`config.mk`:
```
export PLATFORM = sky130hd
export DESIGN_NAME = wb_arbiter
export DESIGN_NICKNAME = d
export VERILOG_FILES = /design/src/rtl/wb_arbiter_pkg.sv /design/src/rtl/wb_fifo.sv /design/src/rtl/wb_arbiter.sv
export SDC_FILE = /design/constraint.sdc
export NUM_CORES = 1
export LEC_CHECK = 0
export ABC_CLOCK_PERIOD_IN_PS = 10200
export CAP_MARGIN = 20
export CORE_ASPECT_RATIO = 0.6
export CORE_MARGIN = 2
export CORE_UTILIZATION = 45
export CTS_CLUSTER_SIZE = 40
export DETAILED_ROUTE_END_ITERATION = 10
export DONT_BUFFER_PORTS = 1
export HOLD_SLACK_MARGIN = 0.05
export SYNTH_ARGS = -nofsm -noshare
export SYNTH_HDL_FRONTEND = slang
export SYNTH_SLANG_ARGS = --single-unit
```
`constraint.sdc`:
```
create_clock -name i_clk -period 10.2 [get_ports i_clk]
set_clock_uncertainty 0.15 [all_clocks]
set_input_delay 0.51 -clock i_clk [delete_from_list [all_inputs] [get_ports i_clk]]
set_output_delay 0.51 -clock i_clk [all_outputs]
set_load 0.01 [all_outputs]
```
`src/rtl/wb_arbiter_pkg.sv`:
```
// Shared writeback types: register index/data, the writeback request
// carried from the execution ports and the payload stored per source FIFO.
package wb_arbiter_pkg;

    localparam int REG_IDX_W     = 5;
    localparam int REG_DATA_W    = 32;
    localparam int WB_NUM_SRC    = 4;
    localparam int WB_FIFO_DEPTH = 2;

    typedef logic [REG_IDX_W-1:0]  reg_idx_t;
    typedef logic [REG_DATA_W-1:0] reg_data_t;

    typedef struct packed {
        logic      valid;
        reg_idx_t  dst;
        reg_data_t data;
    } wb_req_t;

    // Queued payload: a queued entry is valid by construction.
    typedef struct packed {
        reg_idx_t  dst;
        reg_data_t data;
    } wb_entry_t;

endpackage

```
`src/rtl/wb_fifo.sv`:
```
// Per-source writeback FIFO: head is read combinationally, the count is
// exposed for ready generation and arbitration, flush empties it in one cycle.
module wb_fifo
    import wb_arbiter_pkg::*;
#(
    parameter int  FIFO_DEPTH = 2,
    localparam int PTR_W      = $clog2(FIFO_DEPTH),
    localparam int CNT_W      = PTR_W + 1
) (
    input  logic             i_clk,
    input  logic             i_rst,
    input  logic             i_flush,
    input  logic             i_push,
    input  wb_entry_t        i_push_data,
    input  logic             i_pop,
    output wb_entry_t        o_head,
    output logic [CNT_W-1:0] o_count
);

    wb_entry_t        mem_q [FIFO_DEPTH];
    logic [PTR_W-1:0] wr_ptr_q, wr_ptr_d;
    logic [PTR_W-1:0] rd_ptr_q, rd_ptr_d;
    logic [CNT_W-1:0] count_q, count_d;
    logic             push_ok;
    logic             pop_ok;

    // A full FIFO refuses a push even when it is popped in the same cycle.
    assign push_ok = i_push && (count_q < CNT_W'(FIFO_DEPTH)) && !i_flush;
    assign pop_ok  = i_pop && (count_q != '0) && !i_flush;
    assign o_head  = mem_q[rd_ptr_q];
    assign o_count = count_q;

    // Next pointers and occupancy; pointers wrap naturally (power-of-two depth).
    always_comb begin
        wr_ptr_d = wr_ptr_q;
        rd_ptr_d = rd_ptr_q;
        count_d  = count_q;
        if (i_flush) begin
            wr_ptr_d = '0;
            rd_ptr_d = '0;
            count_d  = '0;
        end else begin
            if (push_ok) wr_ptr_d = wr_ptr_q + 1'b1;
            if (pop_ok)  rd_ptr_d = rd_ptr_q + 1'b1;
            if (push_ok && !pop_ok)      count_d = count_q + 1'b1;
            else if (!push_ok && pop_ok) count_d = count_q - 1'b1;
        end
    end

    // Pointer and count registers, cleared asynchronously.
    always_ff @(posedge i_clk or posedge i_rst) begin
        if (i_rst) begin
            wr_ptr_q <= '0;
            rd_ptr_q <= '0;
            count_q  <= '0;
        end else begin
            wr_ptr_q <= wr_ptr_d;
            rd_ptr_q <= rd_ptr_d;
            count_q  <= count_d;
        end
    end

    // Entry storage; contents after reset are irrelevant because count is 0.
    always_ff @(posedge i_clk) begin
        if (push_ok) mem_q[wr_ptr_q] <= i_push_data;
    end

endmodule

```
`src/rtl/wb_arbiter.sv`:
```
// Writeback arbiter: one small FIFO per execution-port source, drained
// round-robin onto the single register-file write / bypass broadcast port.
//
// Handshake: source s transfers in a cycle when i_req[s].valid && o_ready[s];
// a source seeing o_ready[s]=0 holds its request unchanged. o_ready depends
// only on registered FIFO occupancy. o_wb_req is a pure register output and
// carries valid=1 for exactly one cycle per drained entry.
module wb_arbiter
    import wb_arbiter_pkg::*;
#(
    parameter int  NUM_SRC    = WB_NUM_SRC,
    parameter int  FIFO_DEPTH = WB_FIFO_DEPTH,
    localparam int IDX_W      = $clog2(NUM_SRC),
    localparam int CNT_W      = $clog2(FIFO_DEPTH) + 1
) (
    input  logic               i_clk,
    input  logic               i_rst,
    input  logic               i_flush,
    input  wb_req_t            i_req [NUM_SRC],
    output logic [NUM_SRC-1:0] o_ready,
    output wb_req_t            o_wb_req
);

    logic [CNT_W-1:0]   fifo_count [NUM_SRC];
    wb_entry_t          fifo_head  [NUM_SRC];
    logic [NUM_SRC-1:0] push;
    logic [NUM_SRC-1:0] pop;
    logic [NUM_SRC-1:0] nonempty;

    logic [IDX_W:0]     pick;
    logic               grant_vld;
    logic [IDX_W-1:0]   grant_idx;
    logic [IDX_W-1:0]   rr_ptr_q, rr_ptr_d;
    wb_req_t            wb_q, wb_d;

    // Round-robin pick: first set bit at or after ptr, wrapping.
    // Returns {found, index}. Scanning backwards makes the last hit the winner.
    function automatic logic [IDX_W:0] rr_pick(input logic [NUM_SRC-1:0] req,
                                               input logic [IDX_W-1:0]   ptr);
        logic [IDX_W:0] res;
        int             idx;
        res = '0;
        for (int i = NUM_SRC - 1; i >= 0; i--) begin
            idx = (int'(ptr) + i) % NUM_SRC;
            if (req[idx]) res = {1'b1, IDX_W'(idx)};
        end
        return res;
    endfunction

    for (genvar s = 0; s < NUM_SRC; s++) begin : g_src
        wb_entry_t push_data;

        assign o_ready[s]  = fifo_count[s] < CNT_W'(FIFO_DEPTH);
        assign nonempty[s] = fifo_count[s] != '0;
        // Writes to x0 complete the handshake but are never queued.
        assign push[s]     = i_req[s].valid && o_ready[s]
                             && (i_req[s].dst != '0) && !i_flush;
        assign push_data   = '{dst: i_req[s].dst, data: i_req[s].data};

        wb_fifo #(
            .FIFO_DEPTH (FIFO_DEPTH)
        ) u_fifo (
            .i_clk       (i_clk),
            .i_rst       (i_rst),
            .i_flush     (i_flush),
            .i_push      (push[s]),
            .i_push_data (push_data),
            .i_pop       (pop[s]),
            .o_head      (fifo_head[s]),
            .o_count     (fifo_count[s])
        );
    end

    assign pick      = rr_pick(nonempty, rr_ptr_q);
    assign grant_vld = pick[IDX_W];
    assign grant_idx = pick[IDX_W-1:0];
    assign o_wb_req  = wb_q;

    // Grant decode: pop the winning FIFO unless the pipeline is being flushed.
    always_comb begin
        pop = '0;
        if (grant_vld && !i_flush) pop[grant_idx] = 1'b1;
    end

    // Next round-robin pointer and next registered writeback.
    always_comb begin
        rr_ptr_d   = rr_ptr_q;
        wb_d       = wb_q;
        wb_d.valid = 1'b0;
        if (i_flush) begin
            rr_ptr_d = '0;
        end else if (grant_vld) begin
            rr_ptr_d   = (grant_idx == IDX_W'(NUM_SRC - 1)) ? '0 : grant_idx + 1'b1;
            wb_d.valid = 1'b1;
            wb_d.dst   = fifo_head[grant_idx].dst;
            wb_d.data  = fifo_head[grant_idx].data;
        end
    end

    // Arbiter state and output register; reset clears the output to all zero.
    always_ff @(posedge i_clk or posedge i_rst) begin
        if (i_rst) begin
            rr_ptr_q <= '0;
            wb_q     <= '0;
        end else begin
            rr_ptr_q <= rr_ptr_d;
            wb_q     <= wb_d;
        end
    end

endmodule

```
; ---- After elaboration in Yosys (flattened, before gate mapping)
; Memory sizes are Yosys's and may differ from the RTL's.
; Cells that the tools add are included.
[op_classes]
mux = 62
reduce_logical = 72
bitwise = 5
n_div = 0
eq_ne = 1
order_cmp = 11
add_sub_neg = 20
n_shift = 0
multipliers = 0
[op_table]
columns = cell, n
row1 = 38-bit 2-to-1 mux, 2
row2 = 37-bit binary-select mux with 2-bit select, 1
row3 = 37-bit 2-to-1 mux, 2
row4 = 1-bit logical AND, 38
row5 = 1-bit 2-to-1 mux, 32
row6 = 2-bit 2-to-1 mux, 15
row7 = 2-bit nonzero test, 13
row8 = 5-bit nonzero test, 4
row9 = "2-bit by 1-bit adder with 2-bit output, second input constant", 6
row10 = "3-bit by 4-bit < comparator with 1-bit output, second input constant", 3
row11 = 3-bit 2-to-1 mux, 4
row12 = 3-bit nonzero test, 4
row13 = 1-bit zero test, 9
row14 = "1-bit adder, second input constant", 8
row15 = 1-bit binary-select mux with 2-bit select, 4
row16 = "2-bit < comparator, second input constant", 4
row17 = "2-bit by 1-bit subtractor with 2-bit output, second input constant", 4
row18 = "2-bit by 3-bit < comparator with 1-bit output, second input constant", 2
row19 = 2-bit OR reduction, 3
row20 = "2-bit adder, second input constant", 2
row21 = 4-bit 2-to-1 mux, 1
row22 = "1-bit AND, first input constant", 3
row23 = "3-bit greater-or-equal comparator, second input constant", 1
row24 = 2-bit NOT with 3-bit output, 1
row25 = other kinds (5), 5
[word_totals]
latch_bits = 0
word_cells = 191
mem_bits_rw = 296
out_inout_bits = 42
in_bits = 155
register_bits = 56
n_memories = 4
romBits = 0
[memory_table]
columns = name, depth, word_bits, rd, rd_ports_with_merged_regs, write_ports, line
row1 = g_src[0].u_fifo.mem_q, 2, 37, 1, 0, 1, wb_fifo.sv:20  ; wb_entry_t mem_q [FIFO_DEPTH];
row2 = g_src[1].u_fifo.mem_q, 2, 37, 1, 0, 1, wb_fifo.sv:20
row3 = g_src[2].u_fifo.mem_q, 2, 37, 1, 0, 1, wb_fifo.sv:20
row4 = g_src[3].u_fifo.mem_q, 2, 37, 1, 0, 1, wb_fifo.sv:20

; ---- Longest topological paths before layout
; Gate-level depths: netlist of the first run.
[depth]
word_depth = 21
mapped_depth = 11
mapped_depth_nobuf = 8

; ---- By module
; A second synthesis of the first run with hierarchy kept.
[hier_totals]
hier_cells = 853
area_unflattened_um2 = 14525.2
[modules_own_cells]
columns = mod, instances, seq_area_each_um2, area_each_um2, cells_per_inst
row1 = wb_fifo, 4, 2322.2, 2962.8, 137
row2 = wb_arbiter, 1, 1001.0, 2673.8, 305

; ---- Least setup slack after synthesis of the first run
; Ideal clock, no wire load.
[synth_path]
path_type = input-to-reg
startpoint = input i_req[149] in the netlist's numbering
endpoint = memory g_src[0].u_fifo.mem_q[1][0] in the netlist's numbering, enable pin
n_path_buf = 0
path_stages = 3
setup_ps = 485
t_arrival_ps = 3591
t_required_ps = 9565
setup_slack_ps = 5974
path_cell_list = or4_1 o211ai_1 nor3b_1
[synth_between]
elab_chain_len = 7
[synth_rtl]
columns = item, line
row1 = "start, declared", wb_arbiter.sv:19  ; input wb_req_t i_req [NUM_SRC],
row2 = 5-bit nonzero test, wb_arbiter.sv:57  ; && (i_req[s].dst != '0) && !i_flush;
row3 = 1-bit logical AND (2 in a row), wb_arbiter.sv:57
row4 = 1-bit logical AND (2 in a row), wb_fifo.sv:28  ; assign push_ok = i_push && (count_q < CNT_W'(FIFO_DEPTH)) && !i_flush;
row5 = 1-bit 2-to-1 mux, wb_fifo.sv:65  ; if (push_ok) mem_q[wr_ptr_q] <= i_push_data;
row6 = 1-bit 2-to-1 mux (implied by the code), wb_fifo.sv:65
row7 = "end, declared", wb_fifo.sv:20
; Every way passes these cells.

; ---- Worst setup path after layout of the first run
[layout_path]
startpoint = register rr_ptr_q[1]
endpoint = register g_src[2].u_fifo.count_q[0]
[layout_between]
elab_chain_len = 19
word_cells_on_any_way = 33
cone_classes = add/sub: 3 / order compare: 2 / mux: 20 / reduce/logical: 8
[layout_rtl]
columns = item, line
row1 = "start, declared", wb_arbiter.sv:33  ; logic [IDX_W-1:0] rr_ptr_q, rr_ptr_d;
row2 = "start signal, assigned", wb_arbiter.sv:106  ; rr_ptr_q <= rr_ptr_d;
row3 = 2-bit adder, wb_arbiter.sv:44  ; idx = (int'(ptr) + i) % NUM_SRC;
row4 = 1-bit binary-select mux with 2-bit select, wb_arbiter.sv:45  ; if (req[idx]) res = {1'b1, IDX_W'(idx)};
row5 = 1-bit 2-to-1 mux (implied by the code) (2 in a row), wb_arbiter.sv:45
row6 = 3-bit 2-to-1 mux (3 in a row), wb_arbiter.sv:45
row7 = 3-bit 2-to-1 mux (*), wb_arbiter.sv:45
row8 = 2-bit by 3-bit < comparator with 1-bit output (implied by the code) or 2-bit by 1-bit greater-or-equal comparator with 1-bit output (tied branches), wb_arbiter.sv:82  ; if (grant_vld && !i_flush) pop[grant_idx] = 1'b1;
row9 = 1-bit logical AND (implied by the code), wb_arbiter.sv:82
row10 = 1-bit 2-to-1 mux (implied by the code), wb_arbiter.sv:82
row11 = 1-bit demux with 2-bit select, wb_arbiter.sv:82
row12 = 4-bit 2-to-1 mux (*), wb_arbiter.sv:82
row13 = 1-bit logical AND (*) (2 in a row), wb_fifo.sv:29  ; assign pop_ok = i_pop && (count_q != '0) && !i_flush;
row14 = 1-bit zero test, wb_fifo.sv:45  ; if (push_ok && !pop_ok) count_d = count_q + 1'b1;
row15 = 1-bit logical AND, wb_fifo.sv:45
row16 = 2-bit 2-to-1 mux, wb_fifo.sv:45
row17 = 2-bit 2-to-1 mux, wb_fifo.sv:38  ; if (i_flush) begin
row18 = "end signal, assigned", wb_fifo.sv:59  ; count_q <= count_d;
row19 = "end, declared", wb_fifo.sv:23  ; logic [CNT_W-1:0] count_q, count_d;
; Every way passes the cells marked *; elsewhere a longest branch is shown, timed or not. The select of a mux whose other input is x is not followed.
; A chain may end at the register's enable or synchronous reset.

==> results.sh, run 1 <==
export IMPL_synth_seq_cells=352
export IMPL_route_vias_total=8036
export IMPL_final_antenna_net_count=0
export IMPL_worst_endpoint_arrival_ps=3330
export IMPL_postCtsHoldBufs=150
export IMPL_placement_rows=50
export IMPL_drt_first_pass_iters=5
export IMPL_place_inst=1245
export IMPL_chain_of_cells_forming_the_critical_path="or3b_4, o221a_2, nand2_4, ha_1, nand3_1, o21ai_0, xor2_1, nor2_1"
export IMPL_start_kind="register"
export IMPL_portion_of_synthesized_cell_area_occupied_by_the_leading_cell_type=0.632
export IMPL_global_route_usage_met3=0.0585
export IMPL_floorplan_die_height_um=141
export IMPL_global_route_overflow_total=0
export IMPL_grt_util_met2=0.337
export IMPL_synthCells=867
export IMPL_hold_path_startpoint="i_flush"
export IMPL_multi_input_area_mm2=0.00352
export IMPL_mapped_cell_area_mm2=0.0141
export IMPL_report_power_total_mw=3.97
export IMPL_detail_route_drc_violations=0
export IMPL_hold_path_cell_count=2
export IMPL_final_core_util=0.554
export IMPL_grt_setup_unrepaired="false"
export IMPL_synth_edf_count=296
export IMPL_worstReg2RegStart="rr_ptr_q[1]"
export IMPL_cp_max_fo=76
export IMPL_die_w_um=232
export IMPL_asyncSetResetFlopFracSynth=0.159
export IMPL_io_pin_count=197
export IMPL_clkSlewWorstSetupHoldPaths_ps=60
export IMPL_fill_cells=2541
export IMPL_starting_utilization_of_the_core_area=0.454
export IMPL_core_area_mm2=0.0310
export IMPL_grt_first_pass_wirelength_um=50300
export IMPL_timing_hold_violations_final=0
export IMPL_wl_per_cell_um=23.2
export IMPL_final_design_area_no_fill_mm2=0.0171
export IMPL_slew_limit_headroom=0.263
export IMPL_post_drt_via_cell_ratio=5.50
export IMPL_reg2reg_depth=8
export IMPL_power_ir_vdd_worst_mv=0.164
export IMPL_classification_of_the_worst_setup_path="register to register"
export IMPL_avgSynthCellArea_um2=16.2
export IMPL_max_freq_mhz=321
export IMPL_finalCritPeriodShare=0.305
export IMPL_pre_cts_ws_ps=6930
export IMPL_critical_path_reg2reg_endpoint="g_src[2].u_fifo.o_count[0]"
export IMPL_final_period_minus_worst_setup_slack_ps=3120
export IMPL_power_density_cell_area_mw_per_mm2=231
export IMPL_outcome="completed"
export IMPL_die_area_mm2=0.0328
export IMPL_dp_hpwl_um=21200
export IMPL_cts_root_to_sink_buffers=3
export IMPL_detail_route_wirelength_um=33800
export IMPL_maxSlewViolCount=0
export IMPL_grt_pass1_vias=8313
export IMPL_ff2ff_setup_slack_ps=7080
export IMPL_setup_worst_path_end_class="register"
export IMPL_cpPeakStageDelay_ps=690
export IMPL_layout_area_overhead_vs_synth_pct=21.8
export IMPL_nNetsFinal=1174
export IMPL_groute_usage_overall=0.207
export IMPL_total_leakage_power_nw=5.70
export IMPL_busiest_layer="met2"
export IMPL_cts_buffers_inserted=35
export IMPL_fraction_of_final_layout_cells_with_drive_strength_greater_than_1=0.139
export IMPL_globalplace_congestion=0.898
export IMPL_cts_sinks=352
export IMPL_ys_top_cells_by_count="296 x edfxtp_1, 94 x mux2i_1, 88 x o21ai_0"
export IMPL_timing_hold_worst_class="input pin to register"
export IMPL_placement_cell_area_mm2=0.0145
export IMPL_finalHoldWorstSlack_ps=98.5
export IMPL_post_synth_main_area_contributors="edfxtp_1 63%, dfrtp_1 10%, mux2i_1 6.7%, mux2_2 4.3%, o21ai_0 3.1%"
export IMPL_synth_warnings=0
export IMPL_hold_path_end="g_src[2].u_fifo.o_count[1]"
export IMPL_grt_antenna_before_repair=1
export IMPL_worst_skew_pair_late_latency_ps=510
export IMPL_port_buffers=0
export IMPL_grt_max_degree=77
export IMPL_register_area_mm2=0.0103
export IMPL_post_synthesis_net_count=1023
export IMPL_cts_root_buf="clkbuf_16"
export IMPL_worst_pin_slew_ps=1110
export IMPL_gr_usage_met1=0.272
export IMPL_setup_viol=0
export IMPL_postCtsSetupBuffers=0
export IMPL_synthDistinctLibCells=54
export IMPL_yosysTopAreaCell="edfxtp_1"
export IMPL_crit_path_top_delay_cell="nand2_4"
export IMPL_final_critical_path_setup_slack_ps=7080
export IMPL_cts_resized=0
export IMPL_drv_cap=0
export IMPL_setup_tns_final_ps=0
export IMPL_synth_yosys_seq_area_share=0.731
export IMPL_top_flip_flop_cell_by_instance_count_after_synthesis="edfxtp_1"
export IMPL_htree_num_levels=2
export IMPL_cp_data_required_time_ps=10420
export IMPL_post_layout_nonfiller_instances=1461
export IMPL_dr_first_iter_drc_count=620
export IMPL_synthMostInstantiatedCell="edfxtp_1"
export IMPL_tritoncts_clock_tree="done"
[metal layers]
metal  routed length, um  part of all wire
met4                 873             0.026
met1               14100              0.42
met3                2530             0.075
met2               16300              0.48
met5                   0                 0
[area by class of cell]
cell class,instances,share of cell area
Antenna cell,1,0.000146
Clock buffer,49,0.0578
Clock inverter,14,0.00715
Inverter,12,0.00263
Multi-Input combinational cell,451,0.205
Sequential cell,352,0.600
Tap cell,416,0.0304
Timing Repair Buffer,166,0.0960
[worst max-delay path: cells and delay by family, from the launching register on]
family / cells / cell delay, ps
xor+xnor: 1 / 170
simple gates: 4 / 1300
compound gates: 2 / 430
fa+ha+maj: 1 / 380
flops: 1 / 530
[where the power goes]
part	switching, mW	total [mW]	internal, mW	leakage (nW)
Combinational	0.503	0.824	0.321	1.75
Sequential	0.173	1.89	1.71	3.42
Clock	0.526	1.26	0.731	0.538
Total	1.20	3.97	2.76	5.70
[logic make-up after synthesis]
| family | after synthesis | synth area share |
|---|---|---|
| adders and majority gates | 1 | 0.000889 |
| buffers and inverters | 64 | 0.0234 |
| AOI/OAI and AO/OA | 204 | 0.0966 |
| DFF | 352 | 0.731 |
| and+or+nand+nor | 89 | 0.0323 |
| muxes | 148 | 0.110 |
| xor gates and xnor gates | 9 | 0.00560 |
[worst max path at each step]
stage,start,slack (ps),end
6_report,rr_ptr_q[1],7080,g_src[2].u_fifo.o_count[0]
5_1_grt,rr_ptr_q[1],6880,g_src[2].u_fifo.o_count[0]
4_1_cts,g_src[2].u_fifo.o_count[1],6940,o_wb_req[14]
3_5_place_dp,g_src[2].u_fifo.o_count[1],6930,o_wb_req[14]
3_3_place_gp,g_src[2].u_fifo.o_count[1],6960,o_wb_req[6]
2_1_floorplan,i_req[149],5970,g_src[0].u_fifo.mem_q[1][0]
[sequential cells by signal, indices dropped and copies added (netlist names)]
| signal | count |
|---|---|
| g_src.u_fifo.mem_q | 296 |
| g_src.u_fifo.o_count | 8 |
| g_src.u_fifo.rd_ptr_q | 4 |
| g_src.u_fifo.wr_ptr_q | 4 |
| o_wb_req | 38 |
| rr_ptr_q | 2 |
[layout by cell type, fill, tap and decap left out, types with 5 or more instances in the layout]
| cell | n |
|---|---|
| mux2_2 | 54 |
| or4_1 | 6 |
| a221o_1 | 10 |
| nor2b_1 | 11 |
| mux2i_1 | 94 |
| a211oi_1 | 13 |
| a2111oi_0 | 10 |
| clkinv_1 | 5 |
| edfxtp_1 | 296 |
| a21oi_1 | 7 |
| buf_4 | 14 |
| dfrtp_1 | 52 |
| clkbuf_1 | 10 |
| clkbuf_16 | 37 |
| xor2_1 | 5 |
| inv_1 | 10 |
| dlygate4sd3_1 | 150 |
| nand2_1 | 31 |
| nor2_1 | 16 |
| o211ai_1 | 56 |
| o21ai_0 | 88 |
No activity file was read; power rests on OpenSTA's default activity.
==> run 2, diff against run 1 <==
Settings changed: ABC_CLOCK_PERIOD_IN_PS 10200 to 3200.
Clock period 10.2 ns to 3.2 ns, I/O delays scaled along.
==> run 2 against run 1 <==
  * Clock-buffer cell count down 1
  * Worst hold slack worse by 39 ps
  * Fmax up 7.1%
  * Critical path type unchanged
  * Die area did not move
  * Largest power group unchanged
  * Setup slack lost 6800 ps
  * Clock power rose to 3.2 times the previous value
  * Largest cell class unchanged
  * Critical endpoint is now g_src[0].u_fifo.mem_q[1][17]
==> results.sh, run 2 (synthesis gave the netlist of run 1 again) <==
export IMPL_starting_utilization_of_the_core_area=0.454
export IMPL_start_kind="register"
export IMPL_nNetsFinal=1191
export IMPL_worst_pin_slew_ps=1050
export IMPL_io_pin_count=197
export IMPL_crit_path_top_delay_cell="dlygate4sd3_1"
export IMPL_chain_of_cells_forming_the_critical_path="inv_1, o211ai_1, dlygate4sd3_1, buf_4, nor3b_4, buf_4"
export IMPL_groute_usage_overall=0.211
export IMPL_cts_root_buf="clkbuf_16"
export IMPL_dr_first_iter_drc_count=512
export IMPL_worst_endpoint_arrival_ps=2910
export IMPL_outcome="completed"
export IMPL_fraction_of_final_layout_cells_with_drive_strength_greater_than_1=0.151
export IMPL_grt_setup_unrepaired="false"
export IMPL_total_leakage_power_nw=5.80
export IMPL_grt_pass1_vias=8454
export IMPL_post_layout_nonfiller_instances=1477
export IMPL_wl_per_cell_um=22.9
export IMPL_tritoncts_clock_tree="done"
export IMPL_power_density_cell_area_mw_per_mm2=735
export IMPL_final_core_util=0.560
export IMPL_placement_rows=50
export IMPL_htree_num_levels=2
export IMPL_clkSlewWorstSetupHoldPaths_ps=70
export IMPL_regMostFlops="g_src.u_fifo.mem_q"
export IMPL_timing_critical_path_mode_cell="buf_4"
export IMPL_globalplace_congestion=0.876
export IMPL_dp_hpwl_um=22500
export IMPL_place_inst=1256
export IMPL_layout_area_overhead_vs_synth_pct=23.2
export IMPL_die_area_mm2=0.0328
export IMPL_classification_of_the_worst_setup_path="register to register"
export IMPL_final_period_minus_worst_setup_slack_ps=2910
export IMPL_power_ir_vdd_worst_mv=0.505
export IMPL_final_antenna_net_count=0
export IMPL_grt_antenna_before_repair=1
export IMPL_detail_route_drc_violations=0
export IMPL_layout_cells_most_common_list="296 x edfxtp_1, 157 x dlygate4sd3_1, 94 x mux2i_1"
export IMPL_largest_register_ffs=296
export IMPL_report_power_total_mw=12.7
export IMPL_die_w_um=232
export IMPL_route_vias_total=8087
export IMPL_setup_worst_path_end_class="register"
export IMPL_cts_resized=0
export IMPL_drt_first_pass_iters=4
export IMPL_drv_cap=0
export IMPL_detail_route_wirelength_um=33900
export IMPL_slew_limit_headroom=0.302
export IMPL_timing_hold_violations_final=0
export IMPL_cpPeakStageDelay_ps=560
export IMPL_maxSlewViolCount=0
export IMPL_setup_viol=0
export IMPL_mostFrequentLayoutCell="edfxtp_1"
export IMPL_setup_tns_final_ps=0
export IMPL_core_area_mm2=0.0310
export IMPL_grt_first_pass_wirelength_um=51100
export IMPL_timing_hold_worst_class="input pin to asynchronous set/reset pin"
export IMPL_cts_sinks=352
export IMPL_cp_data_required_time_ps=3200
export IMPL_port_buffers=0
export IMPL_worst_skew_pair_late_latency_ps=510
export IMPL_floorplan_die_height_um=141
export IMPL_cts_root_to_sink_buffers=3
export IMPL_max_freq_mhz=344
export IMPL_finalCritPeriodShare=0.909
export IMPL_cp_max_fo=36
export IMPL_post_drt_via_cell_ratio=5.48
export IMPL_cts_buffers_inserted=35
export IMPL_global_route_overflow_total=0
export IMPL_grt_max_degree=55
run 2: changes by cell type in the layout (fill, tap and decap cells not counted), sizes merged:
cell,delta
inv,+2
clkinv,-1
bufinv,-1
buf,+10
clkbuf,-1
dlygate4sd3,+7
run 2: worst paths after layout:
kind | startpoint | end | slack (ps) | cells after the start
worst max-delay path | g_src[0].u_fifo.o_count[1] | g_src[0].u_fifo.mem_q[1][17] | 290 | 6
worst min-delay path | i_rst | o_wb_req[8] | 60 | 2
worst max register to register | g_src[0].u_fifo.o_count[1] | g_src[0].u_fifo.mem_q[1][17] | 290 | 6
worst min register to register | o_wb_req[21] | o_wb_req[21] | 420 | 2
max in group asynchronous | i_rst | o_wb_req[26] | 1980 | 3
min in group i_clk | i_req[33] | g_src[3].u_fifo.o_count[0] | 80 | 3
run 2: report_power, final:
part	leakage, nW	internal (mW)	switching (mW)
Clock	0.549	2.30	1.69
Combinational	1.83	1.11	1.62
Sequential	3.42	5.46	0.557
run 2: metrics by stage:
| stage | hold slack [ps] | setup slack [ps] | cell area [um^2] |
|---|---|---|---|
| 2_1_floorplan | 109 | 84.8 | 14100 |
| 3_3_place_gp | 13.8 | 661 | 14600 |
| 6_report | 59.6 | 290 | 17300 |
| 3_5_place_dp | 11.1 | 657 | 14600 |
| 5_1_grt | 90.9 | 202 | 17300 |
| 4_1_cts | 64.3 | 349 | 17300 |
run 2: layout make-up:
| class | count | area (um^2) |
|---|---|---|
| clock inverters | 14 | 111 |
| diodes | 1 | 2.50 |
| multi-input cells | 451 | 3540 |
| fillers | 2536 | 13600 |
| well taps | 416 | 520 |
| flip-flops and latches | 352 | 10300 |
| repair buffers | 183 | 1820 |
| clock buffers | 48 | 1010 |
| inverters | 12 | 45.0 |
run 2: timing repair:
| action | 4_1_cts | 5_1_grt |
|---|---|---|
| setup buffers | 0 | 0 |
| hold endpoints to repair | 363 | 0 |
| hold buffers | 157 | 0 |
run 2: worst max-delay path: cells and delay by family, from the launching register on:
family | cells | cell delay [ps]
buffers and inverters | 4 | 1450
DFF | 1 | 470
AOI/OAI and AO/OA | 1 | 120
and+or+nand+nor | 1 | 290
run 2: per-layer routing:
metal | global-route usage | part of all wire
met1 | 0.273 | 0.42
met2 | 0.355 | 0.49
met4 | 0.0624 | 0.026
met5 | 0 | 0
met3 | 0.0508 | 0.058
